$ cat src/rtl/cke_meter_pkg.sv
// Shared types for the clock-enable strobe meter.
package cke_meter_pkg;

    typedef enum logic [1:0] {
        IDLE = 2'd0,
        SYNC = 2'd1,
        MEAS = 2'd2
    } cke_meter_state_e;

endpackage

$ cat src/rtl/cke_meter_risedet.sv
// Rising-edge detector for clk-synchronous strobes. The history flop resets high,
// so a strobe that is already high when reset releases is not reported as an edge.
module risedet (
    input  logic clk,
    input  logic rst_,
    input  logic d,
    output logic rise
);

    logic prev_d;
    logic prev_q;

    // Next value of the history flop: the current strobe level.
    always_comb begin
        prev_d = d;
    end

    // History flop, sampled every cycle.
    always_ff @(posedge clk or negedge rst_) begin
        if (!rst_) begin
            prev_q <= 1'b1;
        end else begin
            prev_q <= prev_d;
        end
    end

    assign rise = d & ~prev_q;

endmodule

$ cat src/rtl/cke_meter.sv
// Measures period and high time of a clk-synchronous cke strobe, in clk cycles,
// with a one-cycle valid pulse per result and a sticky timeout.
module cke_meter
    import cke_meter_pkg::*;
#(
    parameter int MAXT = 50000000,
    parameter int W    = $clog2(MAXT + 1)
) (
    input  logic         clk,
    input  logic         rst_,
    input  logic         ena,
    input  logic         cke,
    output logic [W-1:0] period,
    output logic [W-1:0] high,
    output logic         valid,
    output logic         timeout
);

    localparam logic [W-1:0] ZERO   = {W{1'b0}};
    localparam logic [W-1:0] ONE    = {{(W-1){1'b0}}, 1'b1};
    localparam logic [W-1:0] MAXT_W = W'(MAXT);

    logic             rise;
    cke_meter_state_e state_d, state_q;
    logic [W-1:0]     cnt_d, cnt_q;
    logic [W-1:0]     hcnt_d, hcnt_q;
    logic [W-1:0]     period_d, period_q;
    logic [W-1:0]     high_d, high_q;
    logic             valid_d, valid_q;
    logic             timeout_d, timeout_q;

    risedet u_risedet (
        .clk  (clk),
        .rst_ (rst_),
        .d    (cke),
        .rise (rise)
    );

    // Next-state, counter and result computation.
    always_comb begin
        state_d   = state_q;
        cnt_d     = cnt_q;
        hcnt_d    = hcnt_q;
        period_d  = period_q;
        high_d    = high_q;
        valid_d   = 1'b0;
        timeout_d = timeout_q;

        if (!ena) begin
            // Disable overrides everything, including a coincident rise.
            state_d   = IDLE;
            cnt_d     = ZERO;
            hcnt_d    = ZERO;
            timeout_d = 1'b0;
        end else begin
            case (state_q)
                IDLE: begin
                    state_d = SYNC;
                    cnt_d   = ZERO;
                    hcnt_d  = ZERO;
                end
                SYNC: begin
                    if (rise) begin
                        state_d = MEAS;
                        cnt_d   = ONE;
                        hcnt_d  = ONE;
                    end else begin
                        state_d = SYNC;
                    end
                end
                MEAS: begin
                    if (rise) begin
                        period_d  = cnt_q;
                        high_d    = hcnt_q;
                        valid_d   = 1'b1;
                        timeout_d = 1'b0;
                        cnt_d     = ONE;
                        hcnt_d    = ONE;
                    end else if (cnt_q == MAXT_W) begin
                        // Timeout bounds the counters, so they never wrap.
                        timeout_d = 1'b1;
                        state_d   = SYNC;
                        cnt_d     = ZERO;
                        hcnt_d    = ZERO;
                    end else begin
                        cnt_d  = cnt_q + ONE;
                        hcnt_d = hcnt_q + {{(W-1){1'b0}}, cke};
                    end
                end
                default: begin
                    state_d = IDLE;
                    cnt_d   = ZERO;
                    hcnt_d  = ZERO;
                end
            endcase
        end
    end

    // State, counters and registered results.
    always_ff @(posedge clk or negedge rst_) begin
        if (!rst_) begin
            state_q   <= IDLE;
            cnt_q     <= ZERO;
            hcnt_q    <= ZERO;
            period_q  <= ZERO;
            high_q    <= ZERO;
            valid_q   <= 1'b0;
            timeout_q <= 1'b0;
        end else begin
            state_q   <= state_d;
            cnt_q     <= cnt_d;
            hcnt_q    <= hcnt_d;
            period_q  <= period_d;
            high_q    <= high_d;
            valid_q   <= valid_d;
            timeout_q <= timeout_d;
        end
    end

    assign period  = period_q;
    assign high    = high_q;
    assign valid   = valid_q;
    assign timeout = timeout_q;

endmodule

$ cat config.mk
export PLATFORM = sky130hd
export DESIGN_NAME = cke_meter
export DESIGN_NICKNAME = d
export VERILOG_FILES = /design/src/rtl/cke_meter_pkg.sv /design/src/rtl/cke_meter_risedet.sv /design/src/rtl/cke_meter.sv
export SDC_FILE = /design/constraint.sdc
export NUM_CORES = 1
export LEC_CHECK = 0
export BUFFER_PORTS_ARGS = -buffer_cell sky130_fd_sc_hd__buf_2
export CAP_MARGIN = 20
export CELL_PAD_IN_SITES_DETAIL_PLACEMENT = 0
export CELL_PAD_IN_SITES_GLOBAL_PLACEMENT = 2
export CORE_ASPECT_RATIO = 0.75
export CORE_MARGIN = 5
export CORE_UTILIZATION = 38
export DETAILED_ROUTE_END_ITERATION = 12
export GPL_ROUTABILITY_DRIVEN = 0
export PLACE_DENSITY_LB_ADDON = 0.1
export SLEW_MARGIN = 20
export SYNTH_ARGS = -nofsm -noshare
export SYNTH_HDL_FRONTEND = slang
export SYNTH_SLANG_ARGS = --single-unit
$ cat constraint.sdc
create_clock -name clk -period 2.35 [get_ports clk]
set_input_delay 0.3525 -clock clk [delete_from_list [all_inputs] [get_ports clk]]
set_output_delay 0.3525 -clock clk [all_outputs]
set_load 0.02 [all_outputs]
==> flow_metrics.env, run 1 <==
export IMPL_hold_class="primary input to asynchronous set/reset pin"
export IMPL_synthCells=475
export IMPL_synth_top_cell_by_area="dfrtp_1"
export IMPL_synth_warnings=0
export IMPL_async_reset_ff_frac=1.00
export IMPL_drv_slew=0
export IMPL_yosys_most_used_dff="dfrtp_1"
export IMPL_cpMostUsedCell="or4_1"
export IMPL_post_dp_cell_area_um2=5780
export IMPL_fp_dieArea_um2=16000
export IMPL_num_vias=3787
export IMPL_worst_pin_slew_ps=575
export IMPL_fmax_mhz=449
export IMPL_path_delay_family="simple AND/OR/NAND/NOR gates"
export IMPL_cts_clk_slew_worst_paths_ps=70
export IMPL_place_hpwl_um=8600
export IMPL_worstSetupEndpointType="register"
export IMPL_drt_iter0_drc=163
export IMPL_drc=0
export IMPL_die_width_um=144
export IMPL_grt_start_max_net_pins=44
export IMPL_synth_top_cell_area_share=0.526
export IMPL_cts_root_buf="clkbuf_16"
export IMPL_slew_headroom=0.617
export IMPL_antenna_found_initial=0
export IMPL_synth_edf_count=0
export IMPL_cts_path_max_buffers=2
export IMPL_critPathArrivalTime_ps=2440
export IMPL_yosysMostFrequentCell="dfrtp_1"
export IMPL_cts_tree="built"
export IMPL_reg2reg_depth=6
export IMPL_rr_endpoint="cnt_q[17]$_DFFE_PN0P_"
export IMPL_setup_violations=0
export IMPL_fin_crit_ps=2230
export IMPL_synth_area_top_cells="dfrtp_1, mux2_2, xnor2_1"
export IMPL_antenna_cells=0
export IMPL_final_cell_area_um2=6100
export IMPL_r2r_start="cnt_q[11]$_DFFE_PN0P_"
export IMPL_leakagePower_uw=0.00283
export IMPL_ant_nets=0
export IMPL_rsz0062_at_grt="no"
export IMPL_wirelength_um=11900
export IMPL_seq_area_frac_synth=0.531
export IMPL_grt_pass1_wl_um=19900
export IMPL_netlist_area_um2=5140
export IMPL_start_kind="register"
export IMPL_vias_per_cell=5.23
export IMPL_syn_area_per_cell_um2=10.8
export IMPL_synth_seq_cells=109
export IMPL_yosys_top_cells_count="dfrtp_1, mux2_2, nor2_1"
export IMPL_syn_num_nets=488
export IMPL_setup_ws_ps=124
export IMPL_fillers=1296
export IMPL_die_h_um=111
export IMPL_multi_input_area_um2=2230
export IMPL_grt_overflow=0
export IMPL_numPortBuffers=57
export IMPL_fin_skew_ps=7.46
export IMPL_p_per_area_nw_per_um2=591
export IMPL_layout_drive_gt1_share=0.289
export IMPL_routedWlPerCell_um=16.4
export IMPL_peakVddDrop_mv=0.357
export IMPL_crit_fanout=13
export IMPL_period_share=0.947
export IMPL_slowest_stage="or4_1"
export IMPL_area_growth_synth_to_final_pct=18.6
export IMPL_synth_distinct_cells=52
export IMPL_nNetsFinal=561
export IMPL_ff_latch_area_um2=2730
export IMPL_first_global_vias=3746
export IMPL_num_io_pins=58
export IMPL_rrSetupSlack_ps=120
export IMPL_htreeDepth=3
export IMPL_outcome="complete, no violations"
export IMPL_core_area_um2=13100
export IMPL_rows=36
export IMPL_cts_buffers=9
export IMPL_clkSinkCount=109
export IMPL_hold_buffers=0
export IMPL_final_util=0.465
export IMPL_slowest_delay_ps=520
export IMPL_drtPass1Iterations=4
export IMPL_clk_latency_ps=340
export IMPL_cap_violations=0
export IMPL_worstSetupPathType="register to register"
export IMPL_finalHoldViolations=0
export IMPL_crit_chain="or4_1 > or4_1 > o21ba_4 > buf_4 > a41oi_1 > a31oi_1"
export IMPL_crit_buf_inv=1
export IMPL_worstPathRequired_ps=2570
export IMPL_initial_utilization=0.392
export IMPL_fin_tns_setup_ps=0
export IMPL_post_place_ws_ps=5.38
export IMPL_grt_usage=0.154
==> flip-flops by register name, indices dropped and copies added, names as in the netlist <==
register / count
period: 26
state_q: 2
high: 26
hcnt_q: 26
cnt_q: 26
valid: 1
timeout: 1
u_risedet.prev_q: 1
==> power breakdown <==
group	internal (µW)	total (µW)	switching, µW
logic	42.3	149	107
clock network	866	1570	703
registers	1880	1880	2.84
total	2790	3600	813
==> worst max path at each step <==
| stage | from | end | slack, ps | cells after the start |
|---|---|---|---|---|
| final | cnt_q[11]$_DFFE_PN0P_ | cnt_q[17]$_DFFE_PN0P_ | 120 | 6 |
| after global routing | cnt_q[11]$_DFFE_PN0P_ | hcnt_q[7]$_DFFE_PN0P_ | 30 | 6 |
| after CTS | cnt_q[11]$_DFFE_PN0P_ | hcnt_q[14]$_DFFE_PN0P_ | 0.3 | 6 |
| after detailed placement | cnt_q[11]$_DFFE_PN0P_ | cnt_q[17]$_DFFE_PN0P_ | 5 | 6 |
| after global placement | cnt_q[11]$_DFFE_PN0P_ | cnt_q[8]$_DFFE_PN0P_ | 50 | 6 |
| after floorplan | cnt_q[11]$_DFFE_PN0P_ | hcnt_q[15]$_DFFE_PN0P_ | 250 | 7 |
==> worst reg2reg max path, delay by kind of cell, from the launching register on <==
kind / cells / cell delay, ps
AO/OA/AOI/OAI: 3 / 560
buffers and inverters: 1 / 200
AND/OR/NAND/NOR: 2 / 980
flip-flops: 1 / 380
==> what timing repair did <==
| action | in CTS | in global routing |
|---|---|---|
| resized for setup | 0 | 2 |
| endpoints found under the hold margin | 0 | 0 |
| buffers inserted | 0 | 0 |
| setup endpoints to repair | 0 | 45 |
==> stage by stage <==
stage               hold slack [ps]  std cells  total power, µW
floorplan                      56.9        475             1990
global placement                391        708             2070
detailed placement              391        708             2070
CTS                            16.7        724             3660
global route                   50.7        724             3750
finish                       0.0840        724             3600
==> layer usage <==
metal,wire length [µm],part of all wire,up-vias,GRT usage
li1,-,-,1844,-
met1,6480,0.55,1869,0.252
met2,4870,0.41,66,0.207
met3,439,0.037,8,0.0323
met4,90,0.0076,0,0.0298
met5,0,0,-,0
==> final cells by class <==
type | instances | area share
clock inverter | 6 | 0.0115
multi-input combinational | 326 | 0.366
clock buffer | 10 | 0.0392
timing repair buffer | 88 | 0.0915
inverter | 14 | 0.00862
sequential | 109 | 0.448
tap | 171 | 0.0351
==> kinds of logic (layout without fill, tap and decap cells) <==
logic type / after synthesis / in the layout / share of synthesized area
muxes: 47 / 47 / 0.102
xor gates and xnor gates: 30 / 30 / 0.0511
DFF: 109 / 109 / 0.531
AOI/OAI and AO/OA: 56 / 56 / 0.0689
and+or+nand+nor: 184 / 184 / 0.188
buffers and inverters: 40 / 118 / 0.0368
adders and majority gates: 9 / 9 / 0.0219
==> cells in the final DEF, fill, tap and decap left out, types with 19 or more instances in the layout <==
| master | count |
|---|---|
| dfrtp_1 | 108 |
| buf_2 | 56 |
| mux2_2 | 44 |
| nor2_1 | 41 |
| nand2_1 | 35 |
| buf_4 | 29 |
| nand3_1 | 24 |
| nand4_1 | 19 |
| xnor2_1 | 19 |
Power figures use the tool's default switching activity.
==> run 2: changes to the inputs <==
--- a/config.mk
+++ b/config.mk
@@ -15,6 +15,8 @@
 export DETAILED_ROUTE_END_ITERATION = 12
 export GPL_ROUTABILITY_DRIVEN = 0
 export PLACE_DENSITY_LB_ADDON = 0.1
+export RECOVER_POWER = 25
+export SETUP_SLACK_MARGIN = 0.2
 export SLEW_MARGIN = 20
 export SYNTH_ARGS = -nofsm -noshare
 export SYNTH_HDL_FRONTEND = slang
==> flow_metrics.env, run 2 (same netlist as run 1, synthesis figures left out) <==
export IMPL_fp_dieArea_um2=16000
export IMPL_crit_fanout=8
export IMPL_die_width_um=144
export IMPL_nNetsFinal=568
export IMPL_cts_tree="built"
export IMPL_cts_root_buf="clkbuf_16"
export IMPL_initial_utilization=0.392
export IMPL_antenna_cells=0
export IMPL_fin_crit_ps=2150
export IMPL_drc=0
export IMPL_cts_buffers=9
export IMPL_final_util=0.478
export IMPL_peakVddDrop_mv=0.377
export IMPL_start_kind="register"
export IMPL_drv_slew=0
export IMPL_grt_start_max_net_pins=44
export IMPL_p_per_area_nw_per_um2=576
export IMPL_swShare=0.226
export IMPL_die_h_um=111
export IMPL_outcome="complete, no violations"
export IMPL_num_vias=3802
export IMPL_leakagePower_uw=0.00288
export IMPL_worstSetupEndpointType="register"
export IMPL_seqPwrFrac=0.522
export IMPL_fmax_mhz=465
export IMPL_setup_violations=0
export IMPL_p_int_uw=2790
export IMPL_fin_skew_ps=7.76
export IMPL_cap_violations=0
export IMPL_final_cell_area_um2=6260
export IMPL_grt_usage=0.156
export IMPL_worstSetupPathType="register to register"
export IMPL_hold_buffers=0
export IMPL_htreeDepth=3
export IMPL_switchingPower_uw=815
export IMPL_cts_clk_slew_worst_paths_ps=70
export IMPL_vias_per_cell=5.20
export IMPL_rows=36
export IMPL_clk_latency_ps=340
export IMPL_drt_iter0_drc=164
export IMPL_place_hpwl_um=8600
export IMPL_area_growth_synth_to_final_pct=21.9
export IMPL_first_global_vias=3798
export IMPL_p_clk_frac=0.433
export IMPL_critPathArrivalTime_ps=2380
export IMPL_finalHoldViolations=0
export IMPL_ant_nets=0
export IMPL_worst_pin_slew_ps=1090
export IMPL_numPortBuffers=57
export IMPL_post_dp_cell_area_um2=5780
export IMPL_layout_common_cells="dfrtp_1, buf_2, mux2_2"
export IMPL_final_cells=731
export IMPL_layout_drive_gt1_share=0.332
export IMPL_routedWlPerCell_um=16.6
export IMPL_core_area_um2=13100
export IMPL_period_share=0.915
export IMPL_cts_path_max_buffers=2
export IMPL_num_io_pins=58
export IMPL_grt_overflow=0
export IMPL_slew_headroom=0.274
export IMPL_dp_cells=708
export IMPL_clkSinkCount=109
export IMPL_grt_pass1_wl_um=20100
export IMPL_p_comb_frac=0.045
export IMPL_holdWs_ps=193
export IMPL_rsz0062_at_grt="yes"
export IMPL_antenna_found_initial=0
export IMPL_worstPathRequired_ps=2570
export IMPL_fin_tns_setup_ps=0
export IMPL_mostFrequentLayoutCell="dfrtp_1"
export IMPL_wirelength_um=12100
export IMPL_drtPass1Iterations=4
export IMPL_hold_class="primary input to register"
## run 2: cell types whose count changed in the layout (fill, tap and decap cells not counted), moves of 3 or more
| cell | previous run | this run |
|---|---|---|
| nor2_1 | 41 | 34 |
| a21oi_1 | 12 | 8 |
| a21oi_2 | 0 | 4 |
| nor2_2 | 1 | 5 |
| nor2_4 | 0 | 3 |
## run 2: worst paths after layout
check / start / to / cells past startpoint / slack [ps]
max in group asynchronous: rst_ / high[18]$_DFFE_PN0P_ / 2 / 540
worst max register to register: cnt_q[11]$_DFFE_PN0P_ / hcnt_q[15]$_DFFE_PN0P_ / 6 / 200
min in group asynchronous: rst_ / period[9]$_DFFE_PN0P_ / 1 / 200
worst min-delay path: cke / u_risedet.prev_q$_DFF_PN1_ / 1 / 190
worst max-delay path: cnt_q[11]$_DFFE_PN0P_ / hcnt_q[15]$_DFFE_PN0P_ / 6 / 200
worst min register to register: period[21]$_DFFE_PN0P_ / period[21]$_DFFE_PN0P_ / 2 / 470
## run 2: timing repair
action                                  4_1_cts  5_1_grt
pin swaps                                     1        6
gates cloned                                  1        1
setup buffers                                 1        4
resized for setup                             6       29
endpoints found under the setup margin       47       46
## run 2: layout make-up
class                           count  area (µm²)
Fill cell                        1277        6840
Clock inverter                      6        70.1
Multi-Input combinational cell    327        2340
Inverter                           14        52.6
Tap cell                          171         214
Sequential cell                   109        2730
Clock buffer                       10         239
Timing Repair Buffer               94         612
## run 2: metrics by stage
stage                     total power [µW]  worst slack, ps
after floorplan                       1990              246
after global placement                2070             49.8
after detailed placement              2070             5.38
after CTS                             3670              190
after global routing                  3760             82.4
final                                 3610              199
## run 2: power groups by stage
| stage | sequential (µW) | clock [µW] | combinational [µW] |
|---|---|---|---|
| floorplan | 1920 | 0 | 68.1 |
| global placement | 1920 | 0 | 151 |
| detailed placement | 1920 | 0 | 154 |
| CTS | 1880 | 1630 | 157 |
| global route | 1880 | 1700 | 185 |
| finish | 1880 | 1560 | 163 |
## run 2: worst max-delay path, stage by stage (launching register included)
cell and delay [ps]:
dfrtp_1 380, or4_1 530, or4_4 450, o21ba_4 250
buf_4 180, o221ai_2 160, nand3_1 90
## run 2: per-layer routing
layer  vias to the layer above  GRT usage  part of all wire
met5                         -          0                 0
met4                         0     0.0298            0.0031
met3                         2     0.0323             0.037
met2                        53      0.210              0.42
met1                      1880      0.254              0.54
li1                       1867          -                 -
==> run 3: changes to the inputs <==
--- a/config.mk
+++ b/config.mk
@@ -11,7 +11,7 @@
 export CELL_PAD_IN_SITES_GLOBAL_PLACEMENT = 2
 export CORE_ASPECT_RATIO = 0.75
 export CORE_MARGIN = 5
-export CORE_UTILIZATION = 38
+export CORE_UTILIZATION = 34
 export DETAILED_ROUTE_END_ITERATION = 12
 export GPL_ROUTABILITY_DRIVEN = 0
 export PLACE_DENSITY_LB_ADDON = 0.1
@@ -20,4 +20,5 @@
 export SLEW_MARGIN = 20
 export SYNTH_ARGS = -nofsm -noshare
 export SYNTH_HDL_FRONTEND = slang
+export SYNTH_HIERARCHICAL = 1
 export SYNTH_SLANG_ARGS = --single-unit
==> constraint.sdc (replaced) <==
create_clock -name clk -period 1.93 [get_ports clk]
set_input_delay 0.2895 -clock clk [delete_from_list [all_inputs] [get_ports clk]]
set_output_delay 0.2895 -clock clk [all_outputs]
set_load 0.02 [all_outputs]
==> flow_metrics.env, run 3 <==
export IMPL_finalHoldViolations=0
export IMPL_fin_crit_ps=2070
export IMPL_rows=39
export IMPL_clkSinkCount=109
export IMPL_worstPathRequired_ps=2170
export IMPL_worstSetupPathType="register to register"
export IMPL_yosys_most_used_dff="dfrtp_1"
export IMPL_crit_buf_inv=1
export IMPL_ant_nets=0
export IMPL_setup_violations=52
export IMPL_cap_violations=0
export IMPL_drt_iter0_drc=287
export IMPL_num_vias=4333
export IMPL_initial_utilization=0.345
export IMPL_drv_slew=0
export IMPL_period_share=1.07
export IMPL_r2r_start="cnt_q[24]$_DFFE_PN0P_"
export IMPL_fmax_mhz=482
export IMPL_async_reset_ff_frac=1.00
export IMPL_synth_area_top_cells="dfrtp_1, mux2_2, a31oi_1"
export IMPL_final_util=0.464
export IMPL_num_io_pins=58
export IMPL_core_area_um2=15200
export IMPL_path_delay_family="simple AND/OR/NAND/NOR gates"
export IMPL_nNetsFinal=622
export IMPL_first_global_vias=4256
export IMPL_leakagePower_uw=0.00319
export IMPL_grt_overflow=0
export IMPL_rrSetupSlack_ps=-140
export IMPL_die_width_um=153
export IMPL_path_depth=6
export IMPL_fin_tns_setup_ps=-4220
export IMPL_netlist_area_um2=5240
export IMPL_min_path_cells=2
export IMPL_syn_num_nets=512
export IMPL_synth_distinct_cells=50
export IMPL_antenna_found_initial=0
export IMPL_layout_common_cells="dfrtp_1, buf_4, buf_2"
export IMPL_slowest_delay_ps=540
export IMPL_drtPass1Iterations=4
export IMPL_area_growth_synth_to_final_pct=34.3
export IMPL_htreeDepth=3
export IMPL_clk_latency_ps=360
export IMPL_layout_drive_gt1_share=0.407
export IMPL_mostFrequentLayoutCell="dfrtp_1"
export IMPL_fp_dieArea_um2=18000
export IMPL_reg2reg_depth=6
export IMPL_grt_pass1_wl_um=22700
export IMPL_p_int_uw=3440
export IMPL_post_place_ws_ps=-177
export IMPL_grt_start_max_net_pins=53
export IMPL_yosys_top_cells_count="dfrtp_1, nand3_1, a31oi_1"
export IMPL_wirelength_um=14600
export IMPL_grt_usage=0.154
export IMPL_routedWlPerCell_um=17.8
export IMPL_yosysMostFrequentCell="dfrtp_1"
export IMPL_switchingPower_uw=992
export IMPL_cts_clk_slew_worst_paths_ps=70
export IMPL_crit_fanout=3
export IMPL_cts_root_buf="clkbuf_16"
export IMPL_synth_top_cell_area_share=0.516
export IMPL_synth_seq_cells=109
export IMPL_min_to="u_risedet/prev_q$_DFF_PN1_"
export IMPL_violations="setup timing"
export IMPL_start_kind="register"
export IMPL_synth_warnings=6
export IMPL_cts_buffers=9
export IMPL_rsz0062_at_grt="yes"
export IMPL_peakVddDrop_mv=0.407
export IMPL_synth_edf_count=0
export IMPL_critPathArrivalTime_ps=2310
export IMPL_p_clk_frac=0.434
export IMPL_rr_endpoint="state_q[0]$_DFFE_PN0P_"
export IMPL_place_hpwl_um=9390
export IMPL_hold_path_startpoint="cke"
export IMPL_numPortBuffers=57
export IMPL_final_cell_area_um2=7040
export IMPL_swShare=0.224
export IMPL_p_comb_frac=0.048
export IMPL_setup_ws_ps=-143
export IMPL_seqPwrFrac=0.518
export IMPL_seq_area_frac_synth=0.521
export IMPL_drc=0
export IMPL_synthCells=499
export IMPL_synth_top_cell_by_area="dfrtp_1"
export IMPL_fin_skew_ps=10.9
export IMPL_cts_tree="built"
export IMPL_antenna_cells=0
export IMPL_post_dp_cell_area_um2=6290
export IMPL_vias_per_cell=5.29
export IMPL_slew_headroom=0.0862
export IMPL_syn_area_per_cell_um2=10.5
export IMPL_hold_class="primary input to register"
export IMPL_p_per_area_nw_per_um2=630
export IMPL_crit_chain="or4_4 > nor4_4 > buf_4 > nand2_4 > o211ai_4 > mux2_4"
export IMPL_slowest_stage="or4_4"
export IMPL_worstSetupEndpointType="register"
export IMPL_outcome="finished with violations"
export IMPL_die_h_um=118
export IMPL_worst_pin_slew_ps=1370
export IMPL_cts_path_max_buffers=2
[run 3: cell count changes after synthesis, sizes merged, moves of 11 or more]
cell	before	now
a31oi	14	46
nor2	42	10
nand3	25	51
xnor2	19	2
a21oi	12	25
a41oi	1	13
clkbuf	16	27
[run 3: layout make-up]
class                      instances  area, µm²
clock buffer                      13        260
clock inverter                     3       45.0
fill                            1466       8140
inverter                          17       63.8
multi-input combinational        338       2660
sequential                       109       2730
tap                              205        256
timing repair buffer             134       1020
[run 3: what timing repair did]
action	CTS	global route
cloned	0	5
hold buffers	1	0
gates resized for setup	11	34
setup endpoints to repair	55	97
pin swaps	5	10
endpoints found under the hold margin	21	0
setup buffers	1	3
[run 3: cell families after synthesis]
family,count (synthesis),share of synthesized area
buffers and inverters,52,0.0415
adder cells (fa/ha/maj),9,0.0215
AND/OR/NAND/NOR,163,0.171
flip-flops,109,0.521
XOR/XNOR,3,0.00501
AO/OA/AOI/OAI,113,0.134
multiplexers,50,0.106
[run 3: worst max-delay path by stage]
stage,startpoint,to
floorplan,cnt_q[16]$_DFFE_PN0P_,state_q[0]$_DFFE_PN0P_
global placement,cnt_q[5]$_DFFE_PN0P_,hcnt_q[4]$_DFFE_PN0P_
detailed placement,cnt_q[5]$_DFFE_PN0P_,state_q[0]$_DFFE_PN0P_
CTS,cnt_q[11]$_DFFE_PN0P_,state_q[0]$_DFFE_PN0P_
global route,cnt_q[24]$_DFFE_PN0P_,hcnt_q[19]$_DFFE_PN0P_
finish,cnt_q[24]$_DFFE_PN0P_,state_q[0]$_DFFE_PN0P_
[run 3: power by group through the flow]
stage	Clock [µW]	Combinational, µW	Sequential (µW)
after floorplan	0	77.5	2340
after global placement	0	184	2340
after detailed placement	0	187	2340
after CTS	1980	191	2290
after global routing	2080	237	2300
final	1930	212	2300
[run 3: stage by stage]
stage                     total power [µW]  hold slack [ps]  instances
final                                 4440              158        819
after global routing                  4610              161        819
after CTS                             4470              151        811
after detailed placement              2530              214        793
after global placement                2520              212        793
after floorplan                       2420            -6.09        499
[run 3: metal layers]
layer	GRT usage	vias up	part of all wire
li1	-	2084	-
met2	0.221	84	0.42
met3	0.0364	11	0.049
met4	0.0386	0	0.0099
met1	0.235	2154	0.52
met5	0	-	0
